File: src/rtl/lcd_init_rom.sv
// ---------------------------------------------------------------------------
// LcdInitRom (module lcd_init_rom)
//
// Purpose:
//   Two independent one-cycle-latency read-only tables that hold the ST7735
//   160x80 power-up sequence. The command table holds opcodes. The parameter
//   table holds their parameter bytes in the same order, followed by the
//   fill colour at address 67. The sequencer owns all pointers and timing.
//   This block only stores bytes and flags when a read result is valid.
//
// Ports:
//   clk              system clock, rising-edge
//   rst_n            asynchronous active-low reset
//   cmd_rd_en        command-table read request
//   cmd_rd_addr      command-table address (0..31; 21..31 read as NOP 00)
//   cmd_data_out     command byte, held while cmd_rd_en is low
//   cmd_valid_out    high the cycle after each cmd_rd_en cycle
//   param_rd_en      parameter-table read request
//   param_rd_addr    parameter-table address (0..127; 68..127 read 00)
//   param_data_out   parameter byte, held while param_rd_en is low
//   param_valid_out  high the cycle after each param_rd_en cycle
//   addr_err         (only with LCD_ROM_RANGE_ERR_EN) registered flag for
//                    a read outside the populated part of either table
//
// Configuration macro: LCD_ROM_RANGE_ERR_EN
// ---------------------------------------------------------------------------
module lcd_init_rom #(
    parameter logic [7:0] PIXEL_COLOR = 8'h1F,
    parameter logic [7:0] MADCTL_VAL  = 8'h78
) (
    input  logic       clk,
    input  logic       rst_n,
    input  logic       cmd_rd_en,
    input  logic [4:0] cmd_rd_addr,
    output logic [7:0] cmd_data_out,
    output logic       cmd_valid_out,
    input  logic       param_rd_en,
    input  logic [6:0] param_rd_addr,
    output logic [7:0] param_data_out,
    output logic       param_valid_out
`ifdef LCD_ROM_RANGE_ERR_EN
    ,
    output logic       addr_err
`endif
);

    // Command opcodes in issue order. Unused slots return NOP (00).
    function automatic logic [7:0] cmdRom(input logic [4:0] addr);
        logic [7:0] value;
        case (addr)
            5'd0:    value = 8'h11;
            5'd1:    value = 8'hB1;
            5'd2:    value = 8'hB2;
            5'd3:    value = 8'hB3;
            5'd4:    value = 8'hB4;
            5'd5:    value = 8'hC0;
            5'd6:    value = 8'hC1;
            5'd7:    value = 8'hC2;
            5'd8:    value = 8'hC3;
            5'd9:    value = 8'hC4;
            5'd10:   value = 8'hC5;
            5'd11:   value = 8'hE0;
            5'd12:   value = 8'hE1;
            5'd13:   value = 8'hFC;
            5'd14:   value = 8'h3A;
            5'd15:   value = 8'h36;
            5'd16:   value = 8'h2A;
            5'd17:   value = 8'h2B;
            5'd18:   value = 8'h21;
            5'd19:   value = 8'h29;
            5'd20:   value = 8'h2C;
            default: value = 8'h00;
        endcase
        return value;
    endfunction

    // Parameter bytes, packed back-to-back in command order. Commands that
    // take no parameters (SLPOUT, INVON, DISPON, RAMWR) have no entries here;
    // RAMWR streams the single colour byte at 67 repeatedly.
    function automatic logic [7:0] paramRom(input logic [6:0] addr);
        logic [7:0] value;
        case (addr)
            // FRMCTR1 / FRMCTR2 / FRMCTR3
            7'd0, 7'd3, 7'd6, 7'd9:    value = 8'h01;
            7'd1, 7'd4, 7'd7, 7'd10:   value = 8'h2C;
            7'd2, 7'd5, 7'd8, 7'd11:   value = 8'h2D;
            // INVCTR, PWCTR1..5, VMCTR1
            7'd12:   value = 8'h07;
            7'd13:   value = 8'hA2;
            7'd14:   value = 8'h02;
            7'd15:   value = 8'h84;
            7'd16:   value = 8'hC5;
            7'd17:   value = 8'h0A;
            7'd18:   value = 8'h00;
            7'd19:   value = 8'h8A;
            7'd20:   value = 8'h2A;
            7'd21:   value = 8'h8A;
            7'd22:   value = 8'hEE;
            7'd23:   value = 8'h0E;
            // GMCTRP1
            7'd24:   value = 8'h02;
            7'd25:   value = 8'h1C;
            7'd26:   value = 8'h07;
            7'd27:   value = 8'h12;
            7'd28:   value = 8'h37;
            7'd29:   value = 8'h32;
            7'd30:   value = 8'h29;
            7'd31:   value = 8'h2D;
            7'd32:   value = 8'h29;
            7'd33:   value = 8'h25;
            7'd34:   value = 8'h2B;
            7'd35:   value = 8'h39;
            7'd36:   value = 8'h00;
            7'd37:   value = 8'h01;
            7'd38:   value = 8'h03;
            7'd39:   value = 8'h10;
            // GMCTRN1
            7'd40:   value = 8'h03;
            7'd41:   value = 8'h1D;
            7'd42:   value = 8'h07;
            7'd43:   value = 8'h06;
            7'd44:   value = 8'h2E;
            7'd45:   value = 8'h2C;
            7'd46:   value = 8'h29;
            7'd47:   value = 8'h2D;
            7'd48:   value = 8'h2E;
            7'd49:   value = 8'h2E;
            7'd50:   value = 8'h37;
            7'd51:   value = 8'h3F;
            7'd52:   value = 8'h00;
            7'd53:   value = 8'h00;
            7'd54:   value = 8'h02;
            7'd55:   value = 8'h10;
            // PWCTR6, COLMOD (16-bit), MADCTL
            7'd56:   value = 8'h01;
            7'd57:   value = 8'h05;
            7'd58:   value = MADCTL_VAL;
            // CASET 1..160, RASET 26..105 (80-row window in the 132x162 RAM)
            7'd59:   value = 8'h00;
            7'd60:   value = 8'h01;
            7'd61:   value = 8'h00;
            7'd62:   value = 8'hA0;
            7'd63:   value = 8'h00;
            7'd64:   value = 8'h1A;
            7'd65:   value = 8'h00;
            7'd66:   value = 8'h69;
            // Fill colour, sent as both halves of every RGB565 pixel
            7'd67:   value = PIXEL_COLOR;
            default: value = 8'h00;
        endcase
        return value;
    endfunction

    logic [7:0] cmd_data_q,   cmd_data_d;
    logic       cmd_valid_q;
    logic [7:0] param_data_q, param_data_d;
    logic       param_valid_q;

    // Data only updates on a read; otherwise it holds so the sequencer can
    // keep comparing the last byte after dropping the request.
    always_comb begin
        cmd_data_d   = cmd_data_q;
        param_data_d = param_data_q;
        if (cmd_rd_en) begin
            cmd_data_d = cmdRom(cmd_rd_addr);
        end
        if (param_rd_en) begin
            param_data_d = paramRom(param_rd_addr);
        end
    end

    always_ff @(posedge clk or negedge rst_n) begin
        if (!rst_n) begin
            cmd_data_q    <= 8'h00;
            cmd_valid_q   <= 1'b0;
            param_data_q  <= 8'h00;
            param_valid_q <= 1'b0;
        end else begin
            cmd_data_q    <= cmd_data_d;
            cmd_valid_q   <= cmd_rd_en;
            param_data_q  <= param_data_d;
            param_valid_q <= param_rd_en;
        end
    end

    assign cmd_data_out    = cmd_data_q;
    assign cmd_valid_out   = cmd_valid_q;
    assign param_data_out  = param_data_q;
    assign param_valid_out = param_valid_q;

`ifdef LCD_ROM_RANGE_ERR_EN
    logic addr_err_q, addr_err_d;

    // Flags reads past the last populated entry of either table.
    always_comb begin
        addr_err_d = (cmd_rd_en   && (cmd_rd_addr   > 5'd20)) ||
                     (param_rd_en && (param_rd_addr > 7'd67));
    end

    always_ff @(posedge clk or negedge rst_n) begin
        if (!rst_n) begin
            addr_err_q <= 1'b0;
        end else begin
            addr_err_q <= addr_err_d;
        end
    end

    assign addr_err = addr_err_q;
`endif

endmodule

File: config.mk
export PLATFORM = sky130hd
export DESIGN_NAME = lcd_init_rom
export DESIGN_NICKNAME = d
export VERILOG_FILES = /design/src/rtl/lcd_init_rom.sv
export SDC_FILE = /design/constraint.sdc
export NUM_CORES = 1
export LEC_CHECK = 0
export ABC_AREA = 1
export CORE_UTILIZATION = 50
export CTS_BUF_LIST = sky130_fd_sc_hd__clkbuf_2
export CTS_CLUSTER_DIAMETER = 30
export DETAILED_ROUTE_END_ITERATION = 10
export HOLD_SLACK_MARGIN = 0.05
export PLACE_DENSITY = 0.91
export SLEW_MARGIN = 15
export SYNTH_ARGS = -nofsm -noshare
export SYNTH_HDL_FRONTEND = slang
export SYNTH_SLANG_ARGS = --single-unit
File: constraint.sdc
create_clock -name clk -period 1.2 [get_ports clk]
set_input_delay 0.24 -clock clk [delete_from_list [all_inputs] [get_ports clk]]
set_output_delay 0.24 -clock clk [all_outputs]
set_load 0.02 [all_outputs]
After elaboration in Yosys (flattened, before gate mapping)

Memories as Yosys holds them, arrays and structs flattened. A register that Yosys moved wholly into a read port is not among the register bits.
Cells that the tools add are included.
W data, S select, Z words.

Reduce and logical (&&, ||, !) cells: 2

Operators by type and width:

| kind             | number |
|---|---|
| $logic_not A1 Y1 | 2 |

Bits in read-only memories: 1,280
Word-level logic and storage cells: 6
Output and inout bits: 18
Memories: 2
Input bits: 16
Bits in registers: 2

Memory list:

| name             | depth | width | rd ports | clocked after memory_dff | wr ports | line | source |
|---|---|---|---|---|---|---|---|
| (name not given) | 128   | 8     | 1        | 1                        | 0        | 82   | `case (addr)` |
| (name not given) | 32    | 8     | 1        | 1                        | 0        | 50   | `case (addr)` |

Logic depth before layout (Yosys ltp)

Depth in word-level cells: 1
Gate-level depth with buffers: 12
Gate-level depth less buffers: 12

Least setup slack after synthesis

Ideal clock, no wire load.

Kind: input -> register
From: input port param_rd_addr[0]
To: register param_data_q[0], in the netlist param_data_out[0]
Buffers on the path: 0
Stages: 12
Setup time: 0.121 ns
Arrival time: 1.133 ns
Path slack: -0.054 ns
Required time: 1.079 ns
Cells stage by stage: inv_1 > ha_1 > inv_1 > nand2_1 > nand3_1 > nand2_1 > nand2_1 > nand2_1 > inv_1 > nand2_1 > nand2_1 > nand2_1

RTL lines:

| item               | line | source |
|---|---|---|
| start: declaration | 38   | `input logic [6:0] param_rd_addr,` |
| end: declaration   | 156  | `logic [7:0] param_data_q, param_data_d;` |

==> parameters.txt <==
Parameter                              Value

Run status
  Result of the run    finished, final reports clean

Floorplanning
  Area of the placeable core    3050 µm²
  Die span in y    between 50 and 60 µm
  Number of placement rows    20
  Starting density of the core    between 50% and 60%
  Die Wd    58.6 µm
  Area enclosed by the die boundary    approximately 3400 µm²
  Top Ports    34

Final layout
  Ant diodes    0
  Area of combinational cells with multiple inputs    ~1100 µm²
  Net count reported at finish    353
  Final cell count without fillers    between 300 and 400
  Layout cell share with drive strength beyond 1    ~32%
  Area growth from synthesis to layout    46.3%
  Register area    about 450 µm²
  # fillers    approximately 250

Critical path
  WP data arrival    ~1.4 ns
  Kind of cell with the highest combined delay on the critical path    simple AND/OR/NAND/NOR gates
  Series of cell instances along the critical path    buf_4 -> clkinvlp_4 -> ha_4 -> nand2_2 -> o21ai_2 -> nand2_1 -> nand2_1 -> nand2_2 -> nand3_1 -> nand2_1 -> nand2_1
  Highest fanout seen on the critical path    5
  Worst Path Class, Setup    in2reg
  Required time worst endpoint    1.43 ns
  Cell with the largest stage delay on the worst path    ha_4
  Setup crit start kind    input port
  Most Frequent Cell on Critical Path    nand2_1
  Crit end category    flip-flop
  Worst path buffer plus inverter count    2
  Largest stage delay on the critical path    0.30 ns

Timing
  Number of setup violations in the final report    0
  Final setup margin    0.0142 ns
  Crit share post-route    a little over nine tenths
  Clock Skew    0 ns
  Worst Max-Slew Pin Slew    between 0.2 and 0.3 ns
  Count of final max-slew check failures    0
  Max-Slew Margin vs Limit    around 81%
  Achievable frequency    between 0.8 and 0.9 GHz
  Final hold slack    between 0.2 and 0.25 ns
  Time the final worst path needs with I/O delays and setup    about 1.2 ns
  Final hold violation count    0
  RSZ-0062 raised after global routing    true

Logic synthesis
  Number of warnings reported in the yosys synthesis log    0
  Total nets after synthesis    between 200 and 300
  Simple-gate area share of the yosys netlist    between 30% and 40%
  Post-synthesis register bit count    18
  Cell count after synthesis    between 200 and 250
  Main area contributors after synthesis    dfrtp_1, nand2_1, nand3_1
  Adder-Cell Fraction of Synth Area    8.59%
  Synth unique cells    30
  Synth top area share    between 20 and 30%
  Combinational family with the most area after synthesis    simple AND/OR/NAND/NOR gates
  Synth area leader    dfrtp_1
  Compound-gate portion of the synthesized area    17.7%
  Parity-gate share of the synthesized area counting xor and xnor cells    0%
  Mux cell area share after synthesis    0%
  Netlist Area Pre-Place    roughly 1600 µm²
  Per-instance average area after synthesis    about 6.5 µm²
  Share of synthesized area occupied by flip-flops and latches    ~28%

Clocking
  Buffer cell driving the clock tree root    clkbuf_2
  Clock slew at reported path FFs    between 0.15 and 0.2 ns
  CTS tree    built
  Deepest level of the CTS H-tree    1
  Skew-Pair Late Insertion Delay    0.32 ns
  CTS Buffer Depth    2
  Cts bufs inserted    3
  # hold bufs at CTS    0
  Total number of clock tree sinks    18

Drt
  Routed length per placed instance    14.8 µm
  Total vias in the final route    ~2000
  Number of optimization iterations in the first detailed-route pass    5
  Routed wire length    ~5400 µm
  Post-detailed-route DRC marker count    0
  Final ANT Viol Nets    0
  Violation count after the first detailed-routing iteration    around 140
  Vias per cell    5.53

Flow run
  Max Cap Violations    0

Power
  Peak supply drop    approximately 0.58 mV
  PD cells    762 nW/µm²
  LEAKAGE    ~1.2 nW

Placement
  Last weighted congestion value of the routability-driven placer    about 1
  Total of buffers placed on input and output ports    33
  Post-DP HPWL    between 4000 and 5000 µm
  Pre-CTS setup slack    -0.729 ns
  Placed cells    between 300 and 400

Global route
  First-pass GRT wire length    approximately 8500 µm
  Leftover overflow at the end of global routing    0
  Maximum number of pins on one net before global-route repair    19
  Initial antenna violation count    0
  Via count of the first global-routing pass    1832
  GRT Overall Usage    between 30% and 40%

Worst hold path
  Worst min-delay path class    in2async
[cell families after synthesis]
group	Yosys count
simple gates	134
compound gates	47
flops	18
buf+inv	37
fa+ha+maj	11
[power by group]
group | internal (mW) | total, mW | switching [mW]
sequential | 0.664 | 0.695 | 0.0311
combinational | 0.344 | 0.817 | 0.472
clock | 0.0724 | 0.274 | 0.201
total | 1.08 | 1.79 | 0.705
[placed cells by master, fill, tap and decap left out, drive strengths merged]
master and count:
dlygate4sd2 6, buf 69, o32ai 1, clkbuf 4
o211ai 4, a31oi 3, a21oi 15, nand4 1
dfrtp 18, clkdlybuf4s50 7, nand2 79, o22ai 4
a22oi 1, o21a 1, nor2 19, nand3 35
o31ai 1, clkinvlp 1, clkinv 2, inv 26
ha 11, o211a 1, o21ai 13, a32oi 2
o21bai 1
[layout make-up]
cell class / instances / share of cell area (%)
Sequential cell: 18 / 19.2
Timing Repair Buffer: 83 / 26.9
Inverter: 28 / 4.80
Clock buffer: 3 / 0.640
Multi-Input combinational cell: 192 / 45.9
Clock inverter: 1 / 0.160
Tap cell: 44 / 2.35
[registers in the layout, summed over array words and instances, names as in the netlist]
register and flops:
cmd_valid_out 1, param_data_out 8, param_valid_out 1, cmd_data_out 8
[timing repair]
action,CTS,global route
gates cloned,1,0
pin swaps,7,2
buffers inserted,6,1
endpoints found under the hold margin,0,0
setup endpoints to repair,32,10
resized for setup,103,15
[routing by layer]
layer,routed length (µm),track usage (%)
met2,2460,51.1
met1,2370,47.2
met3,535,6.15
met5,0,0
met4,90,11.2
[worst register-to-register path, stage by stage (launching register included)]
cell      delay [ns]
dfrtp_1         0.41
buf_4           0.13
o21bai_1        0.11
nand2_1         0.07
[cells in the mapped netlist (all sizes together)]
master  count
clkbuf      1
o21ai      13
o21bai      1
nand4       1
nand2      79
a32oi       2
o22ai       4
o31ai       1
o21a        1
ha         11
clkinv      1
o32ai       1
a31oi       3
o211a       1
a22oi       1
nor2       19
nand3      35
o211ai      4
dfrtp      18
inv        27
a21oi      15
buf         8
[through the flow]
step	utilization, %	instance area [µm²]	TNS (ns)	power, mW
final	76.8	2340	0	1.79
after global placement	74.1	2260	-8.00	1.47
after detailed placement	74.1	2260	-8.85	1.49
after global routing	76.8	2340	-0.0700	1.88
after floorplan	-	1620	-0.0116	1.10
after CTS	75.6	2310	0	1.75
[final timing paths]
path                                         from                end  slack [ns]  cells after the start
worst max register to register  param_data_out[5]  param_data_out[5]        0.40                      3
worst max-delay path             param_rd_addr[0]  param_data_out[3]        0.01                     11
min in group clk                 param_rd_addr[1]  param_data_out[0]        0.41                      4
max in group asynchronous                   rst_n    cmd_data_out[0]        0.78                      2
worst min register to register  param_data_out[7]  param_data_out[7]        0.51                      2
worst min-delay path                        rst_n      cmd_valid_out        0.23                      2
(Power assumes the default switching activity.)
